### src/rtl/centroid_sched.sv
// centroid_sched: round-robin time-multiplexer for the centroid unit.
// Define CENTROID_SCHED_IIR_EN to average each passing capture with the held lock.
module centroid_sched #(
    parameter int NUM_CH      = 4,
    parameter int DWELL       = 2,
    parameter int MIN_PIX     = 30,
    parameter int LOST_FRAMES = 3,
    parameter int H_LAST      = 639,
    parameter int V_LAST      = 479
) (
    input  logic                  pclk,
    input  logic                  rst,
    input  logic [11:0]           Hcnt,
    input  logic [11:0]           Vcnt,
    input  logic [NUM_CH-1:0]     mask_in,
    input  logic [NUM_CH-1:0]     ch_enable,
    input  logic [4*NUM_CH-1:0]   ch_weight,
    input  logic [11:0]           center_h_in,
    input  logic [11:0]           center_v_in,
    output logic                  din_sel,
    output logic [3:0]            weight_out,
    output logic [2:0]            cur_ch,
    output logic [12*NUM_CH-1:0]  ch_center_h,
    output logic [12*NUM_CH-1:0]  ch_center_v,
    output logic [NUM_CH-1:0]     ch_valid,
    output logic                  result_stb
);

    typedef enum logic [1:0] {IDLE, RUN, CAP} state_t;

    state_t              state, state_n;
    logic [2:0]          cur_n, last_ch, last_n, base, nxt_ch;
    logic [3:0]          dwell, dwell_n;
    logic [NUM_CH-1:0]   en_q, en_sel, valid_q;
    logic [20:0]         pix_cnt;
    logic                pass, fe, in_win, en_cur, nxt_ok;
    logic [11:0]         ctr_h [NUM_CH];
    logic [11:0]         ctr_v [NUM_CH];
    logic [3:0]          miss  [NUM_CH];

    assign fe = (Hcnt == 12'(H_LAST)) && (Vcnt == 12'(V_LAST));
    assign in_win = (Hcnt != 12'd0) && (Hcnt < 12'(H_LAST)) &&
                    (Vcnt != 12'd0) && (Vcnt < 12'(V_LAST));
    assign result_stb = (state == CAP);
    assign ch_valid = valid_q;

    for (genvar g = 0; g < NUM_CH; g++) begin : g_out
        assign ch_center_h[12*g +: 12] = ctr_h[g];
        assign ch_center_v[12*g +: 12] = ctr_v[g];
    end

    always_comb begin
        din_sel    = 1'b0;
        weight_out = 4'd0;
        en_cur     = 1'b0;
        for (int i = 0; i < NUM_CH; i++) begin
            if (cur_ch == 3'(i)) begin
                din_sel    = mask_in[i] & (state != IDLE);
                weight_out = (state != IDLE) ? ch_weight[4*i +: 4] : 4'd0;
                en_cur     = ch_enable[i];
            end
        end
    end

    // In CAP the enables latched at the preceding frame end are used,
    // so mid-frame enable edits never steer the scheduler.
    always_comb begin
        en_sel = (state == CAP) ? en_q : ch_enable;
        base   = (state == IDLE) ? last_ch : cur_ch;
        nxt_ok = 1'b0;
        nxt_ch = base;
        for (int k = NUM_CH; k >= 1; k--) begin
            if (en_sel[(int'(base) + k) % NUM_CH]) begin
                nxt_ok = 1'b1;
                nxt_ch = 3'((int'(base) + k) % NUM_CH);
            end
        end
    end

    always_comb begin
        state_n = state;
        cur_n   = cur_ch;
        dwell_n = dwell;
        last_n  = last_ch;
        unique case (state)
            IDLE: begin
                if (fe && nxt_ok) begin
                    state_n = RUN;
                    cur_n   = nxt_ch;
                    dwell_n = 4'd0;
                end
            end
            RUN: begin
                if (fe) begin
                    if (!en_cur) begin
                        state_n = nxt_ok ? RUN : IDLE;
                        cur_n   = nxt_ch;
                        dwell_n = 4'd0;
                    end else if (dwell == 4'(DWELL - 1)) begin
                        state_n = CAP;
                    end else begin
                        dwell_n = dwell + 4'd1;
                    end
                end
            end
            CAP: begin
                last_n  = cur_ch;
                state_n = nxt_ok ? RUN : IDLE;
                cur_n   = nxt_ch;
                dwell_n = 4'd0;
            end
            default: state_n = IDLE;
        endcase
    end

    always_ff @(posedge pclk) begin
        if (rst) begin
            state   <= IDLE;
            cur_ch  <= 3'd0;
            last_ch <= 3'(NUM_CH - 1);
            dwell   <= 4'd0;
        end else begin
            state   <= state_n;
            cur_ch  <= cur_n;
            last_ch <= last_n;
            dwell   <= dwell_n;
        end
    end

    always_ff @(posedge pclk) begin
        if (rst) begin
            pix_cnt <= 21'd0;
            pass    <= 1'b0;
            en_q    <= '0;
        end else if (fe) begin
            pass    <= (pix_cnt > 21'(MIN_PIX));
            pix_cnt <= 21'd0;
            en_q    <= ch_enable;
        end else if (in_win && din_sel && (pix_cnt != '1)) begin
            pix_cnt <= pix_cnt + 21'd1;
        end
    end

`ifdef CENTROID_SCHED_IIR_EN
    function automatic logic [11:0] avg(input logic [11:0] a,
                                        input logic [11:0] b);
        logic [12:0] s;
        s = {1'b0, a} + {1'b0, b};
        return s[12:1];
    endfunction
`endif

    always_ff @(posedge pclk) begin
        if (rst) begin
            valid_q <= '0;
            for (int i = 0; i < NUM_CH; i++) begin
                ctr_h[i] <= 12'd320;
                ctr_v[i] <= 12'd240;
                miss[i]  <= 4'd0;
            end
        end else if (state == CAP) begin
            for (int i = 0; i < NUM_CH; i++) begin
                if (cur_ch == 3'(i)) begin
                    if (pass) begin
`ifdef CENTROID_SCHED_IIR_EN
                        ctr_h[i] <= valid_q[i] ? avg(ctr_h[i], center_h_in) : center_h_in;
                        ctr_v[i] <= valid_q[i] ? avg(ctr_v[i], center_v_in) : center_v_in;
`else
                        ctr_h[i] <= center_h_in;
                        ctr_v[i] <= center_v_in;
`endif
                        valid_q[i] <= 1'b1;
                        miss[i]    <= 4'd0;
                    end else begin
                        if (miss[i] != 4'(LOST_FRAMES))
                            miss[i] <= miss[i] + 4'd1;
                        if (miss[i] >= 4'(LOST_FRAMES - 1))
                            valid_q[i] <= 1'b0;
                    end
                end
            end
        end
    end

endmodule
### config.mk
export PLATFORM = sky130hd
export DESIGN_NAME = centroid_sched
export DESIGN_NICKNAME = d
export VERILOG_FILES = /design/src/rtl/centroid_sched.sv
export SDC_FILE = /design/constraint.sdc
export NUM_CORES = 1
export LEC_CHECK = 0
export CORE_UTILIZATION = 44
export DETAILED_ROUTE_END_ITERATION = 8
export PLACE_DENSITY = 0.76
export SLEW_MARGIN = 15
export SYNTH_ARGS = -nofsm -noshare
export SYNTH_HDL_FRONTEND = slang
export SYNTH_SLANG_ARGS = --single-unit
export TNS_END_PERCENT = 50
### constraint.sdc
create_clock -name pclk -period 2.25 [get_ports pclk]
set_input_delay 0.45 -clock pclk [delete_from_list [all_inputs] [get_ports pclk]]
set_output_delay 0.45 -clock pclk [all_outputs]
set_load 0.01 [all_outputs]
* Yosys cells after proc, flatten, opt, wreduce, memory -nomap -nowiden *
Memory sizes are Yosys's and may differ from the RTL's.
Index checks and enable logic that the tools add are counted.

cells by class
  add/sub/neg operators = 10
  order comparisons = 11
  equality and inequality tests = 18
  mux-type cells = 120
  bitwise operators = 24
  reduce and logical (&&, ||, !) cells = 29

operators by type and width
  kind                     number
  $mux W12                 8
  $mux W4                  21
  $mux W1                  72
  $mux W3                  8
  $reduce_bool A12 Y1      2
  $add A21 B1 Y21 const B  1
  $gt A21 B5 Y1 const B    1
  $ne A21 B21 Y1 const B   1
  $add A4 B1 Y4 const B    5
  $ge A4 B2 Y1 const B     4
  $lt A3 B4 Y1 const B     4
  $ne A4 B2 Y1 const B     4
  $or A1 B1 Y1             16
  $reduce_and A3 Y1        5
  $eq A12 B10 Y1 const B   1
  $eq A12 B9 Y1 const B    1
  $lt A12 B10 Y1 const B   1
  $lt A12 B9 Y1 const B    1
  $pmux W4 S3              1
  $reduce_bool A2 Y1       5
  $reduce_or A2 Y1         5
  $pmux W3 S3              1
  $bmux W1 S2              4
  $mux W2                  4
  other kinds (18)         36

word-level totals
  register bits after elaboration = 42
  bits in writable memories = 112
  bits of input ports = 74
  output and inout port bits = 109
  logic and storage cells = 226
  memories kept = 3

memory list
  memory  depth  bits a word  read ports  clocked after Yosys merged registers in  wr ports  RTL line  RTL
  ctr_h   4      12           4           0                                        4         37        logic [11:0] ctr_h [NUM_CH];
  ctr_v   4      12           4           0                                        4         38        logic [11:0] ctr_v [NUM_CH];
  miss    4      4            4           0                                        4         39        logic [3:0] miss [NUM_CH];

* Logic depth before layout (Yosys ltp) *
Gate-level depths: netlist of the first run.

  depth in word-level cells = 16
  gate-level depth with buffers = 9
  mapped depth without buffers = 7

* Worst setup path after synthesis of the first run *
Ideal clock, no wire load.

  path kind = register -> register
  from = register state[0]
  to = memory miss[1][0] (enable)
  setup time = 0.311 ns
  data arrival time = 2.062 ns
  required time = 1.939 ns
  setup slack = -0.123 ns
  stages on the path, launching flop included = 8
  path buffers = 2
  clock period less this slack = 2.373 ns
  cell sequence = dfxtp_1 nand2b_1 clkbuf_1 clkbuf_1 nor3_1 nand2_1 nand2_1 nand2b_1

RTL lines
  item                      RTL line  RTL
  start: declaration        31        state_t state, state_n;
  start signal: assignment  123       state <= state_n;
  end: declaration          39

* Final worst setup path of the first run *
  from = register cur_ch[0]
  to = output weight_out[0]

between the ends
  cells in the longest elaborated chain, start to end = 5
  elaborated cells on any way between the ends = 8
  those cells by class = eq/ne: 3; mux: 4; reduce/logical: 1

RTL lines
  item                      RTL line  RTL
  start: declaration        22        output logic [2:0] cur_ch,
  start signal: assignment  124       cur_ch <= cur_n;
  $logic_not A3 Y1          57        if (cur_ch == 3'(i)) begin
  $mux W4 (3 in series)     57
  $mux W4 *                 57
  end: declaration          21        output logic [3:0] weight_out,

Mark *: on every way between the ends. The rest lies on a longest branch, timed or not.

==> impl_metrics.yaml, run 1 <==
status:
  status: "completed"
critical_path:
  startpoint: "cur_ch[0]"
  cp_data_arrival_time_ns: 1.75
  r2r-start: "pix_cnt[0]"
  worstRegToRegCells: 9
  timing.critical_path.to_type: "output pin"
  cp-endpoint: "weight_out[0]"
  start_kind: "register"
  required_ns: 1.80
  reg2reg_setup_slack_ns: 0.12
  critical_path_peak_fanout: 5
  timing.setup.critical_path_class: "register to output pin"
  r2r-end: "pix_cnt[19]"
route:
  num_vias: 5875
  ant_nets: 0
  viasPerCell: 5.307
  totalWireLength_mm: 18.28
  detail_route.drc_violations: 0
  drt_iter0_markers: 318
  avgRoutedWirePerCell_um: 16.51
  detail_route.first_pass.iterations: 5
global_routing:
  track_usage_pct: 22.90
  number_of_antenna_violations_at_the_first_check_in_global_routing: 0
  globalRouteOverflowTotal: 0
  grt_pass1_wl_mm: 29.24
  first_global_vias: 5796
  grt_max_degree: 25
synth:
  ys_seq_elements: 153
  count_of_flip_flops_with_a_built_in_enable_after_synthesis: 112
  yosys.area.top_type: "edfxtp_1"
  synthDistinctLibCells: 55
  netlist_instances: 634
  synth_common_cells: "112 x edfxtp_1, 73 x and2_1, 57 x nor2_1, 42 x nand2_1, 41 x dfxtp_1"
  synth-async-reset-ratio_pct: 0
  postSynthAreaPerCell_um2: 11.19
  synth_most_common_cell: "edfxtp_1"
  yosys_most_used_dff: "edfxtp_1"
  synth.yosys.warnings: 0
  postSynthNetCount: 720
  netlist_area_mm2: 0.007096
  synth.top_cells.by_area: "edfxtp_1 47%, dfxtp_1 12%, and2_1 6.4%"
  synth-seq-area-share_pct: 58.97
  yosys.area.top_type_share_pct: 47.40
die:
  initial_utilization_pct: 44.83
  fp.coreArea_mm2: 0.01583
  placementRows: 46
  die_width_um: 129.0
  floorplan.die.height_um: 129.0
  dieArea_mm2: 0.01664
  top_level_ports: 183
timing:
  min_period_over_period_pct: 97.73
  final-max-slew-violation-count: 0
  clock-skew-final_ns: 0.007740
  grt_setup_unrepaired: "true"
  fmaxAchievable_mhz: 454.8
  worst_slew_pin_slew_ns: 0.8455
  slew_headroom_pct: 43.57
  finalSetupViolCount: 0
  finalHoldViolations: 0
  post-route-min-period_ns: 2.199
  setup-tns-final_ns: 0
finish:
  area_delta_synth_final_pct: 45.18
  layout.nets: 964
  num_antenna_cells: 0
  drive_above_1_share_pct: 14.93
  final_cell_count_no_fill: 1107
  fin_util_pct: 65.08
  final_design_area_no_fill_mm2: 0.01030
clocking:
  clock_path_buffers: 2
  clock_tree_from_tritoncts: "built"
  htreeDepth: 4
  clock_insertion_delay_worst_skew_ns: 0.42
  cts_sinks: 153
  path_clk_slew_ns: 0.07
  cts_buffers: 17
  cts-root-buf: "clkbuf_16"
  holdBufCountCts: 0
placement:
  place_area_mm2: 0.009713
  io_buffer_count: 182
  placed_cells_incl_taps: 1075
  gp_congestion: 0.8455
  detailed_place_hpwl_mm: 13.43
worst_hold_path:
  min_path_type: "register to register"
power:
  cellPowerDensity_mw_per_mm2: 614.0
  power.leakage_nw: 3.619
  irDropWorstVdd_uv: 693.2
flow_run:
  timing.max_cap.violations: 0
==> stage by stage <==
stage / setup slack, ns / total power [mW] / hold slack, ns
2_1_floorplan: -0.09389 / 3.335 / 0.4441
3_3_place_gp: -0.4930 / 3.685 / 0.4569
3_5_place_dp: -0.5650 / 3.701 / 0.4676
4_1_cts: 0.02244 / 6.364 / 0.4760
5_1_grt: -0.02588 / 6.516 / 0.4974
6_report: 0.05101 / 6.325 / 0.4741
==> registers in the layout (all words and copies together), names as in the netlist <==
name,flops
last_ch,2
pass,1
miss,16
state,2
en_q,4
dwell,4
ch_valid,4
pix_cnt,21
cur_ch,3
ctr_v,48
ctr_h,48
==> metal layers <==
| metal | wire length (um) | global-route usage [%] |
|---|---|---|
| met4 | 165 | 6.713 |
| met1 | 7633 | 27.65 |
| met5 | 0 | 0 |
| met3 | 1189 | 4.615 |
| met2 | 9293 | 41.24 |
==> placed cells by master (no fill, tap or decap), types with 6 or more instances in the layout <==
| cell | instances |
|---|---|
| buf_4 | 64 |
| dfxtp_1 | 40 |
| and3_1 | 7 |
| o21ai_0 | 18 |
| edfxtp_1 | 112 |
| mux2i_1 | 6 |
| inv_1 | 11 |
| nor2_1 | 56 |
| and2_1 | 73 |
| buf_12 | 8 |
| ha_1 | 12 |
| mux4_2 | 6 |
| nor4_1 | 13 |
| nand3_1 | 24 |
| or3_1 | 18 |
| nand2_1 | 41 |
| clkdlybuf4s50_1 | 176 |
| nor3_1 | 12 |
| clkbuf_16 | 17 |
| nand4_1 | 20 |
| a21oi_1 | 29 |
| nand2b_1 | 25 |
==> logic make-up after synthesis <==
kind of cell	Yosys count	synth area share, %
xor+xnor	10	1.234
mux	14	3.068
compound gates	80	7.177
flops	153	58.97
simple gates	321	24.88
buf+inv	44	2.557
fa+ha+maj	12	2.116
==> worst min path at each step <==
stage / startpoint / to / slack (ns) / cells after the start
6_report: en_q[3] / en_q[3] / 0.47 / 2
5_1_grt: en_q[2] / en_q[2] / 0.50 / 2
3_3_place_gp: en_q[3] / en_q[3] / 0.46 / 2
2_1_floorplan: en_q[3] / en_q[3] / 0.44 / 2
4_1_cts: en_q[3] / en_q[3] / 0.48 / 2
3_5_place_dp: en_q[3] / en_q[3] / 0.47 / 2
==> cell type report <==
| type | instances | area (um2) |
|---|---|---|
| repair buffers | 256 | 2469 |
| clock inverters | 14 | 130.1 |
| fillers | 1213 | 5527 |
| flip-flops and latches | 153 | 4185 |
| well taps | 216 | 270.3 |
| multi-input cells | 437 | 2769 |
| clock buffers | 18 | 429.2 |
| inverters | 13 | 48.80 |
==> worst max-delay path, stage by stage (launching register included) <==
cell and delay (ns):
dfxtp_2 0.36, buf_6 0.13, mux4_2 0.48, nor2b_1 0.14, clkdlybuf4s15_1 0.23
==> power breakdown <==
group          total, mW  internal [mW]  switching, mW
clock network       2.69           1.46           1.23
registers           3.13           3.10         0.0369
logic              0.507          0.299          0.208
==> repair_timing <==
item,CTS,global route
gates resized for setup,14,9
buffers inserted,0,0
pin swaps,0,1
endpoints found under the hold margin,0,0
endpoints found under the setup margin,18,19
(Power assumes the default switching activity.)
==> run 2, diff against run 1 <==
PLACE_DENSITY = 0.81   (was 0.76)
TNS_END_PERCENT = not set   (was 50)
==> run 2 against run 1 <==
Net effect: maximum frequency increased by 0.87%; critical endpoint is now din_sel; register-to-register slack improved by 0.02 ns; clock-buffer cell count decreased by 1.
==> impl_metrics.yaml, run 2 (same netlist as run 1, synthesis figures left out) <==
timing:
  final-max-slew-violation-count: 0
  setup-tns-final_ns: 0
  crit_path_setup_slack_layout_ns: 0.06998
  finalSetupViolCount: 0
  fmaxAchievable_mhz: 458.7
  clock-skew-final_ns: 0.009231
  worst_slew_pin_slew_ns: 0.5031
  finalHoldViolations: 0
  post-route-min-period_ns: 2.180
  grt_setup_unrepaired: "true"
  slew_headroom_pct: 66.33
  min_period_over_period_pct: 96.89
clocking:
  cts-root-buf: "clkbuf_16"
  clock_insertion_delay_worst_skew_ns: 0.43
  holdBufCountCts: 0
  path_clk_slew_ns: 0.07
  htreeDepth: 4
  clock_path_buffers: 2
  clock_tree_from_tritoncts: "built"
  cts_sinks: 153
  cts_buffers: 17
placement:
  pre_cts_slack_ns: -0.5325
  gp_congestion: 0.9084
  place_area_mm2: 0.009686
  placed_cells_incl_taps: 1071
  detailed_place_hpwl_mm: 12.78
  io_buffer_count: 182
critical_path:
  r2r-start: "pix_cnt[8]"
  critical_path_peak_fanout: 3
  timing.critical_path.to_type: "output pin"
  startpoint: "mask_in[3]"
  start_kind: "input pin"
  required_ns: 1.80
  cp_data_arrival_time_ns: 1.73
  timing.setup.critical_path_class: "input pin to output pin"
finish:
  area_delta_synth_final_pct: 45.27
  most-common-layout-cells: "176 x clkdlybuf4s50_1, 112 x edfxtp_1, 73 x and2_1, 62 x buf_4, 54 x nor2_1"
  drive_above_1_share_pct: 15.54
  layout.nets: 961
  final_cell_count_no_fill: 1104
  num_antenna_cells: 0
  fin_util_pct: 65.12
  layout.cells.most_common: "clkdlybuf4s50_1"
  top_regs: "ctr_h x48, ctr_v x48, pix_cnt x21"
  final_design_area_no_fill_mm2: 0.01031
status:
  status: "completed"
power:
  cellPowerDensity_mw_per_mm2: 610.1
  irDropWorstVdd_uv: 523.1
  power.leakage_nw: 3.603
worst_hold_path:
  hold_path.startpoint: "en_q[3]"
  min_path_type: "register to register"
die:
  die_width_um: 129.0
  floorplan.die.height_um: 129.0
  dieArea_mm2: 0.01664
  top_level_ports: 183
  placementRows: 46
  initial_utilization_pct: 44.83
  fp.coreArea_mm2: 0.01583
route:
  totalWireLength_mm: 18.22
  ant_nets: 0
  avgRoutedWirePerCell_um: 16.50
  num_vias: 5892
  detail_route.first_pass.iterations: 5
  drt_iter0_markers: 394
  viasPerCell: 5.337
  detail_route.drc_violations: 0
global_routing:
  grt_max_degree: 25
  globalRouteOverflowTotal: 0
  track_usage_pct: 22.70
  number_of_antenna_violations_at_the_first_check_in_global_routing: 0
  grt_pass1_wl_mm: 28.60
  first_global_vias: 5665
flow_run:
  timing.max_cap.violations: 0
==> run 2: worst paths after layout <==
kind | slack [ns] | endpoint | cells past startpoint
setup reg to reg | 0.14 | pix_cnt[0] | 9
hold / removal | 0.48 | en_q[3] | 2
hold reg to reg | 0.48 | en_q[3] | 2
setup / recovery | 0.07 | din_sel | 4
==> run 2: stage by stage <==
stage	power [mW]	hold WS [ns]
6_report	6.289	0.4847
5_1_grt	6.493	0.5092
4_1_cts	6.323	0.4845
3_5_place_dp	3.698	0.4689
3_3_place_gp	3.686	0.4519
2_1_floorplan	3.335	0.4441
==> run 2: final cells by class <==
type,count,area (um2)
repair buffers,253,2437
clock buffers,17,425.4
fillers,1203,5520
well taps,216,270.3
inverters,13,48.80
flip-flops and latches,153,4188
clock inverters,15,116.4
multi-input cells,437,2821
==> run 2: per-layer routing <==
| metal | wire length, um | vias up | part of all wire, % | global-route usage, % |
|---|---|---|---|---|
| li1 | - | 2808 | - | - |
| met1 | 7397 | 2775 | 41 | 26.92 |
| met2 | 9129 | 281 | 50 | 39.90 |
| met3 | 1339 | 28 | 7.4 | 6.112 |
| met4 | 349 | 0 | 1.9 | 7.405 |
| met5 | 0 | - | 0 | 0 |
==> run 2: where the power goes <==
group	leakage [nW]	switching, mW	internal [mW]
sequential	1.33	0.0359	3.09
clock	0.258	1.22	1.43
combinational	2.02	0.212	0.298
==> run 2: repair_timing <==
item	in CTS	in global routing
setup buffers	0	1
setup endpoints to repair	18	27
resized for setup	17	19
pin swaps	0	3
==> run 2: worst max-delay path, cell delays in order <==
cell             delay [ns]
clkdlybuf4s50_1        0.39
mux4_2                 0.46
and2b_4                0.19
clkdlybuf4s15_1        0.24
